**config.mk**
```make
export PLATFORM = sky130hd
export DESIGN_NAME = data_register
export DESIGN_NICKNAME = d
export VERILOG_FILES = /design/src/rtl/data_register_pkg.sv /design/src/rtl/data_register_next.sv /design/src/rtl/data_register.sv
export SDC_FILE = /design/constraint.sdc
export NUM_CORES = 1
export LEC_CHECK = 0
export ABC_AREA = 1
export BUFFER_PORTS_ARGS = -buffer_cell sky130_fd_sc_hd__buf_4
export CAP_MARGIN = 20
export CORE_AREA = 5 5 42 44
export CTS_CLUSTER_DIAMETER = 40
export DETAILED_ROUTE_END_ITERATION = 7
export DIE_AREA = 0 0 47 49
export HOLD_SLACK_MARGIN = 0.15
export SYNTH_ARGS = -nofsm -noshare
export SYNTH_HDL_FRONTEND = slang
export SYNTH_SLANG_ARGS = --single-unit
```
**constraint.sdc**
```tcl
create_clock -name clk -period 1 [get_ports clk]
set_clock_uncertainty 0.1 [all_clocks]
set_input_delay 0.05 -clock clk [delete_from_list [all_inputs] [get_ports clk]]
set_output_delay 0.05 -clock clk [all_outputs]
set_load 0.01 [all_outputs]
```
**src/rtl/data_register_pkg.sv**
```systemverilog
// Shared definitions for data_register: default width, next-state priority
// encoding and the parity helper used when DATA_REGISTER_PARITY_EN is defined.
package data_register_pkg;

  localparam int unsigned DATA_REGISTER_DEFAULT_WIDTH = 8;
  localparam int unsigned DATA_REGISTER_MAX_WIDTH     = 64;

  typedef enum logic [1:0] {
    PRIO_RESET,
    PRIO_CLEAR,
    PRIO_LOAD,
    PRIO_HOLD
  } data_register_prio_e;

  // Callers zero-extend narrower words; extra zeros leave the XOR unchanged.
  function automatic logic even_parity(input logic [DATA_REGISTER_MAX_WIDTH-1:0] v);
    return ^v;
  endfunction

endpackage

```
**src/rtl/data_register_next.sv**
```systemverilog
// Combinational next-state selection for data_register (reset > clr > en > hold).
// Next-parity logic exists only when DATA_REGISTER_PARITY_EN is defined.
module data_register_next
  import data_register_pkg::*;
#(
  parameter int unsigned    N           = DATA_REGISTER_DEFAULT_WIDTH,
  parameter logic [N-1:0]   RESET_VALUE = '0,
  parameter logic [N-1:0]   CLEAR_VALUE = '0
) (
  input  logic         reset_i,
  input  logic         clr_i,
  input  logic         en_i,
  input  logic [N-1:0] d_i,
  input  logic [N-1:0] q_i,
`ifdef DATA_REGISTER_PARITY_EN
  input  logic         par_i,
  output logic         par_d_o,
`endif
  output logic [N-1:0] q_d_o
);

  data_register_prio_e prio;

  always_comb begin
    prio = PRIO_HOLD;
    if (reset_i)    prio = PRIO_RESET;
    else if (clr_i) prio = PRIO_CLEAR;
    else if (en_i)  prio = PRIO_LOAD;
  end

  always_comb begin
    q_d_o = q_i;
    case (prio)
      PRIO_RESET: q_d_o = RESET_VALUE;
      PRIO_CLEAR: q_d_o = CLEAR_VALUE;
      PRIO_LOAD:  q_d_o = d_i;
      default:    q_d_o = q_i;
    endcase
  end

`ifdef DATA_REGISTER_PARITY_EN
  function automatic logic [DATA_REGISTER_MAX_WIDTH-1:0] widen(input logic [N-1:0] x);
    logic [DATA_REGISTER_MAX_WIDTH-1:0] w;
    w = '0;
    w[N-1:0] = x;
    return w;
  endfunction

  always_comb begin
    par_d_o = par_i;
    case (prio)
      PRIO_RESET: par_d_o = even_parity(widen(RESET_VALUE));
      PRIO_CLEAR: par_d_o = even_parity(widen(CLEAR_VALUE));
      PRIO_LOAD:  par_d_o = even_parity(widen(d_i));
      default:    par_d_o = par_i;
    endcase
  end
`endif

endmodule

```
**src/rtl/data_register.sv**
```systemverilog
// N-bit edge-triggered register with synchronous reset/clear and load enable.
// Optional registered even-parity output q_par via DATA_REGISTER_PARITY_EN.
module data_register
  import data_register_pkg::*;
#(
  parameter int unsigned  N           = DATA_REGISTER_DEFAULT_WIDTH,
  parameter logic [N-1:0] RESET_VALUE = '0,
  parameter logic [N-1:0] CLEAR_VALUE = '0
) (
  input  logic         clk,
  input  logic         reset,
  input  logic         en,
  input  logic         clr,
  input  logic [N-1:0] D,
  output logic [N-1:0] Q
`ifdef DATA_REGISTER_PARITY_EN
  ,
  output logic         q_par
`endif
);

  logic [N-1:0] q_q;
  logic [N-1:0] q_d;

`ifdef DATA_REGISTER_PARITY_EN
  logic par_q;
  logic par_d;
`endif

  data_register_next #(
    .N           (N),
    .RESET_VALUE (RESET_VALUE),
    .CLEAR_VALUE (CLEAR_VALUE)
  ) u_next (
    .reset_i (reset),
    .clr_i   (clr),
    .en_i    (en),
    .d_i     (D),
    .q_i     (q_q),
`ifdef DATA_REGISTER_PARITY_EN
    .par_i   (par_q),
    .par_d_o (par_d),
`endif
    .q_d_o   (q_d)
  );

  // Reset priority lives in data_register_next, so the flops load unconditionally.
  always_ff @(posedge clk) begin
    q_q <= q_d;
  end

  assign Q = q_q;

`ifdef DATA_REGISTER_PARITY_EN
  always_ff @(posedge clk) begin
    par_q <= par_d;
  end

  assign q_par = par_q;
`endif

endmodule

```
==> out/qor.tcl, run 1 <==
set qor(run_status) {complete, no violations}
set qor(power.share.clock_pct) 31.5
set qor(postSynthCellCount) 28
set qor(worstPathArrival_ps) 770
set qor(layout.cells.most_common) {buf_4}
set qor(worst_pin_slew_ps) 331
set qor(dieArea_um2) 2300
set qor(dp_cells) 63
set qor(syn_nets) 40
set qor(power.share.sequential_pct) 52.5
set qor(postRouteAntennaNets) 0
set qor(wl_um) 671
set qor(cts_repair_resize_count) 0
set qor(slowest_delay_ps) 370
set qor(start_kind) {flip-flop}
set qor(power.ir.vdd_worst_mv) 0.560
set qor(cts-buffers-inserted) 3
set qor(total_leakage_power_nw) 0.304
set qor(worstHoldPathCells) 3
set qor(synth.avg_cell_area_um2) 11.4
set qor(fillers) 154
set qor(clock_sinks) 8
set qor(max_slew_violation_count) 0
set qor(die-height_um) 49
set qor(globalRouteOverflowTotal) 0
set qor(power.net_switching_w) 0.000148
set qor(rsz0062_at_grt) {false}
set qor(track_usage_pct) 6.26
set qor(die_width_um) 47
set qor(power.combinational.fraction_pct) 16.0
set qor(layout_common_cells) {buf_4, inv_1, edfxtp_1, nor2_1, dlygate4sd3_1}
set qor(cts_hold_repair.buffers) 8
set qor(final_design_area_no_fill_um2) 586
set qor(max-slew-margin-rel_pct) 77.9
set qor(cts_root_buffer) {clkbuf_4}
set qor(final-hold-violation-count) 0
set qor(path_delay_family) {flip-flops}
set qor(fp-row-count) 14
set qor(achievable-frequency_mhz) 1090
set qor(finish.cell_count_without_fillers) 74
set qor(ctsLongestPathBuffers) 2
set qor(num_vias) 269
set qor(crit_fanout) 1
set qor(dr.pass1.iters) 2
set qor(routedWlPerCell_um) 9.07
set qor(layout-drive-gt1-share_pct) 41.4
set qor(grt_antenna_before_repair) 0
set qor(viasPerCell) 3.64
set qor(switching_share_pct) 19.8
set qor(worstHoldEndpoint) {Q[0]$_SDFFCE_PP0P_}
set qor(setup_viol) 0
set qor(synth.lib_cells_used.distinct) 6
set qor(yosys_warnings) 0
set qor(initialDrtViolationCount) 1
set qor(largest_reg_flops) 8
set qor(antenna_fix_cells) 0
set qor(worstPathCellList) {buf_4}
set qor(clk_pin_slew_worst_paths_ps) 50
set qor(ys_ff_latch) 8
set qor(hold_path_class) {in2reg}
set qor(tritoncts) {built}
set qor(setup_tns_final_ps) 0
set qor(synth-seq-area-share_pct) 75.0
set qor(drv_cap) 0
set qor(htree_levels) 1
set qor(power_density_nw_per_um2) 1280
set qor(period_share_pct) 91.7
set qor(vias_in_the_first_global_route) 254
set qor(fin_hold_ws_ps) 121
set qor(place.port_buffers) 19
set qor(detailed_place_hpwl_um) 473
set qor(startpoint_of_the_tightest_hold_check_path) {en}
set qor(startpoint_to_endpoint_class_of_the_critical_path) {reg2out}
set qor(layout.nets) 72
set qor(worst_ep_required_time_ps) 850
set qor(core-area_um2) 1400
set qor(timing.critical_path.to_type) {output pin}
set qor(initial_utilization_pct) 22.9
set qor(critical_path.slowest_cell) {edfxtp_1}
set qor(critical_path_buf_inv_count) 1
set qor(grt_pass1_wl_um) 945
set qor(design.portCount) 20
set qor(syn_area_um2) 320
set qor(postCtsSetupRepairBufs) 0
set qor(place_area_um2) 483
set qor(routabilityCongestion) 0.577
set qor(grt_start_max_net_pins) 9
set qor(cell_internal_pwr_w) 0.000603
set qor(area_overhead_of_the_layout_relative_to_synthesis_pct) 82.8
set qor(drcViolationCount) 0
set qor(timing.final.crit_period_ps) 917
## worst max-delay path by stage
stage                                   from                  to  slack (ps)  cells past startpoint
after floorplan                        reset  Q[0]$_SDFFCE_PP0P_         270                      2
after global routing      Q[5]$_SDFFCE_PP0P_                Q[5]          50                      1
final                     Q[5]$_SDFFCE_PP0P_                Q[5]          80                      1
after CTS                 Q[5]$_SDFFCE_PP0P_                Q[5]          60                      1
after global placement                 reset  Q[1]$_SDFFCE_PP0P_          60                      3
after detailed placement               reset  Q[7]$_SDFFCE_PP0P_          50                      3
## stage by stage
step                power [W]  util, %  setup WS, ps
floorplan            0.000432        -           268
global placement     0.000497     34.5          55.1
detailed placement   0.000499     34.5          46.8
CTS                  0.000765     41.8          62.2
global route         0.000780     41.8          51.1
finish               0.000751     41.8          83.3
## power by group through the flow
stage | Combinational [W] | Sequential (W) | Clock (W)
floorplan | 0.0000182 | 0.000413 | 0
global placement | 0.0000963 | 0.000401 | 0
detailed placement | 0.0000973 | 0.000402 | 0
CTS | 0.000122 | 0.000395 | 0.000247
global route | 0.000129 | 0.000397 | 0.000254
finish | 0.000120 | 0.000395 | 0.000237
## cell families (layout without fill, tap and decap cells)
kind of cell,after synthesis,in the layout,share of synthesized area (%)
simple gates,11,11,14.5
flops,8,8,75.0
buf+inv,9,39,10.5
## Yosys cell counts (all sizes together)
cell / count / area share [%]
edfxtp: 8 / 75
nand2: 2 / 3.1
nor2: 9 / 11
inv: 9 / 11
## routing by layer
| layer | global-route usage, % | wire, um | up-vias |
|---|---|---|---|
| met4 | 4.15 | 0 | 0 |
| met5 | 0 | 0 | - |
| li1 | - | - | 144 |
| met2 | 9.05 | 336 | 14 |
| met3 | 4.43 | 88 | 0 |
| met1 | 6.14 | 247 | 111 |
## area by class of cell
type                            instances  area [um2]  area share (%)
Inverter                                9        33.8            5.77
Clock buffer                            3        22.5            3.85
Sequential cell                         8         240            41.0
Tap cell                               16        20.0            3.42
Timing Repair Buffer                   27         223            38.0
Multi-Input combinational cell         11        46.3            7.91
Power figures use the tool's default switching activity.
==> run 2, diff against run 1 <==
Settings changed: SETUP_SLACK_MARGIN from default to 0.2.
==> run 2 against run 1 <==
The run now ends with hold timing left. Maximum frequency grew 0.22%. Critical path depth is the same. First-iteration DRC count is the same. Largest cell class unchanged.
==> out/qor.tcl, run 2 (synthesis gave the netlist of run 1 again) <==
set qor(max-slew-margin-rel_pct) 77.9
set qor(cts-buffers-inserted) 3
set qor(achievable-frequency_mhz) 1090
set qor(die_width_um) 47
set qor(path_delay_family) {flip-flops}
set qor(start_kind) {flip-flop}
set qor(wl_um) 607
set qor(initialDrtViolationCount) 1
set qor(cts_root_buffer) {clkbuf_4}
set qor(dr.pass1.iters) 2
set qor(detailed_place_hpwl_um) 473
set qor(worstPathArrival_ps) 760
set qor(max_slew_violation_count) 0
set qor(power_density_nw_per_um2) 1390
set qor(critical_path.slowest_cell) {edfxtp_1}
set qor(crit_fanout) 1
set qor(viasPerCell) 3.71
set qor(violations) {hold timing}
set qor(startpoint_of_the_tightest_hold_check_path) {D[2]}
set qor(initial_utilization_pct) 22.9
set qor(startpoint_to_endpoint_class_of_the_critical_path) {reg2out}
set qor(period_share_pct) 91.5
set qor(worstHoldPathCells) 3
set qor(setup_tns_final_ps) 0
set qor(rsz0062_at_grt) {true}
set qor(place.port_buffers) 19
set qor(vias_in_the_first_global_route) 237
set qor(power.ir.vdd_worst_mv) 0.563
set qor(worst_pin_slew_ps) 331
set qor(dieArea_um2) 2300
set qor(final_design_area_no_fill_um2) 532
set qor(fillers) 155
set qor(layout.cells.most_common) {buf_4}
set qor(core-area_um2) 1400
set qor(setup_viol) 0
set qor(fp-row-count) 14
set qor(globalRouteOverflowTotal) 0
set qor(worst_ep_required_time_ps) 850
set qor(hold_path_class) {in2reg}
set qor(layout_common_cells) {buf_4, inv_1, edfxtp_1, nor2_1, buf_6}
set qor(area_overhead_of_the_layout_relative_to_synthesis_pct) 66.0
set qor(slowest_delay_ps) 380
set qor(grt_start_max_net_pins) 9
set qor(routedWlPerCell_um) 9.20
set qor(area_of_combinational_cells_with_multiple_inputs_um2) 46.3
set qor(critical_path_buf_inv_count) 1
set qor(worstPathCellList) {buf_6}
set qor(tritoncts) {built}
set qor(timing.critical_path.to_type) {output pin}
set qor(clock_sinks) 8
set qor(fin_hold_ws_ps) -2.29
set qor(run_status) {complete, but fails checks}
set qor(routabilityCongestion) 0.577
set qor(grt_antenna_before_repair) 0
set qor(htree_levels) 1
set qor(ctsLongestPathBuffers) 2
set qor(track_usage_pct) 5.77
set qor(place_area_um2) 483
set qor(largest_reg_flops) 8
set qor(num_vias) 245
set qor(drcViolationCount) 0
set qor(timing.final.crit_period_ps) 915
set qor(die-height_um) 49
set qor(layout.nets) 64
set qor(design.portCount) 20
set qor(worstHoldEndpoint) {Q[2]$_SDFFCE_PP0P_}
set qor(final-hold-violation-count) 2
set qor(clk_pin_slew_worst_paths_ps) 50
set qor(ff_latch_area_um2) 240
set qor(drv_cap) 0
set qor(postCtsSetupRepairBufs) 0
set qor(layout-drive-gt1-share_pct) 48.0
set qor(grt_pass1_wl_um) 869
set qor(antenna_fix_cells) 0
set qor(total_leakage_power_nw) 0.277
set qor(postRouteAntennaNets) 0
run 2: cell types whose count changed in the layout (fill, tap and decap cells not counted):
cell	before	now
buf_6	0	7
dlygate4sd3_1	8	0
buf_4	19	12
run 2: through the flow:
stage	total power (W)	hold WS [ps]	util, %	instances	worst slack [ps]
after floorplan	0.000432	158	-	28	268
after global placement	0.000497	244	34.5	63	55.1
after detailed placement	0.000499	251	34.5	63	46.8
after CTS	0.000746	-7.54	36.9	66	62.2
after global routing	0.000769	-3.23	37.9	66	51.4
final	0.000740	-2.29	37.9	66	85.3
run 2: worst max path at each step:
| stage | end | slack [ps] | from | cells after the start |
|---|---|---|---|---|
| final | Q[5] | 90 | Q[5]$_SDFFCE_PP0P_ | 1 |
| after CTS | Q[5] | 60 | Q[5]$_SDFFCE_PP0P_ | 1 |
| after global routing | Q[5] | 50 | Q[5]$_SDFFCE_PP0P_ | 1 |
| after global placement | Q[1]$_SDFFCE_PP0P_ | 60 | reset | 3 |
| after detailed placement | Q[7]$_SDFFCE_PP0P_ | 50 | reset | 3 |
| after floorplan | Q[0]$_SDFFCE_PP0P_ | 270 | reset | 2 |
run 2: power by group:
| part | switching [W] | internal [W] | leakage [nW] |
|---|---|---|---|
| Combinational | 0.0000388 | 0.0000663 | 0.171 |
| Clock | 0.0000995 | 0.000137 | 0.0138 |
| Sequential | 0.00000823 | 0.000390 | 0.0919 |
| Total | 0.000147 | 0.000593 | 0.277 |
run 2: repair_timing:
action / CTS / global route
endpoints found under the hold margin: 8 / 8
pin swaps: 0 / 0
resized for setup: 3 / 4
endpoints found under the setup margin: 8 / 8
run 2: final cells by class:
type | instances | share of cell area, %
multi-input cells | 11 | 8.71
well taps | 16 | 3.76
clock buffers | 3 | 4.24
repair buffers | 19 | 31.8
inverters | 9 | 6.35
flip-flops and latches | 8 | 45.2
run 2: routing by layer:
metal	up-vias	track usage [%]	part of all wire, %
met2	14	7.69	48
met4	0	4.15	0
met1	103	5.91	37
li1	128	-	-
met3	0	4.43	14
met5	-	0	0
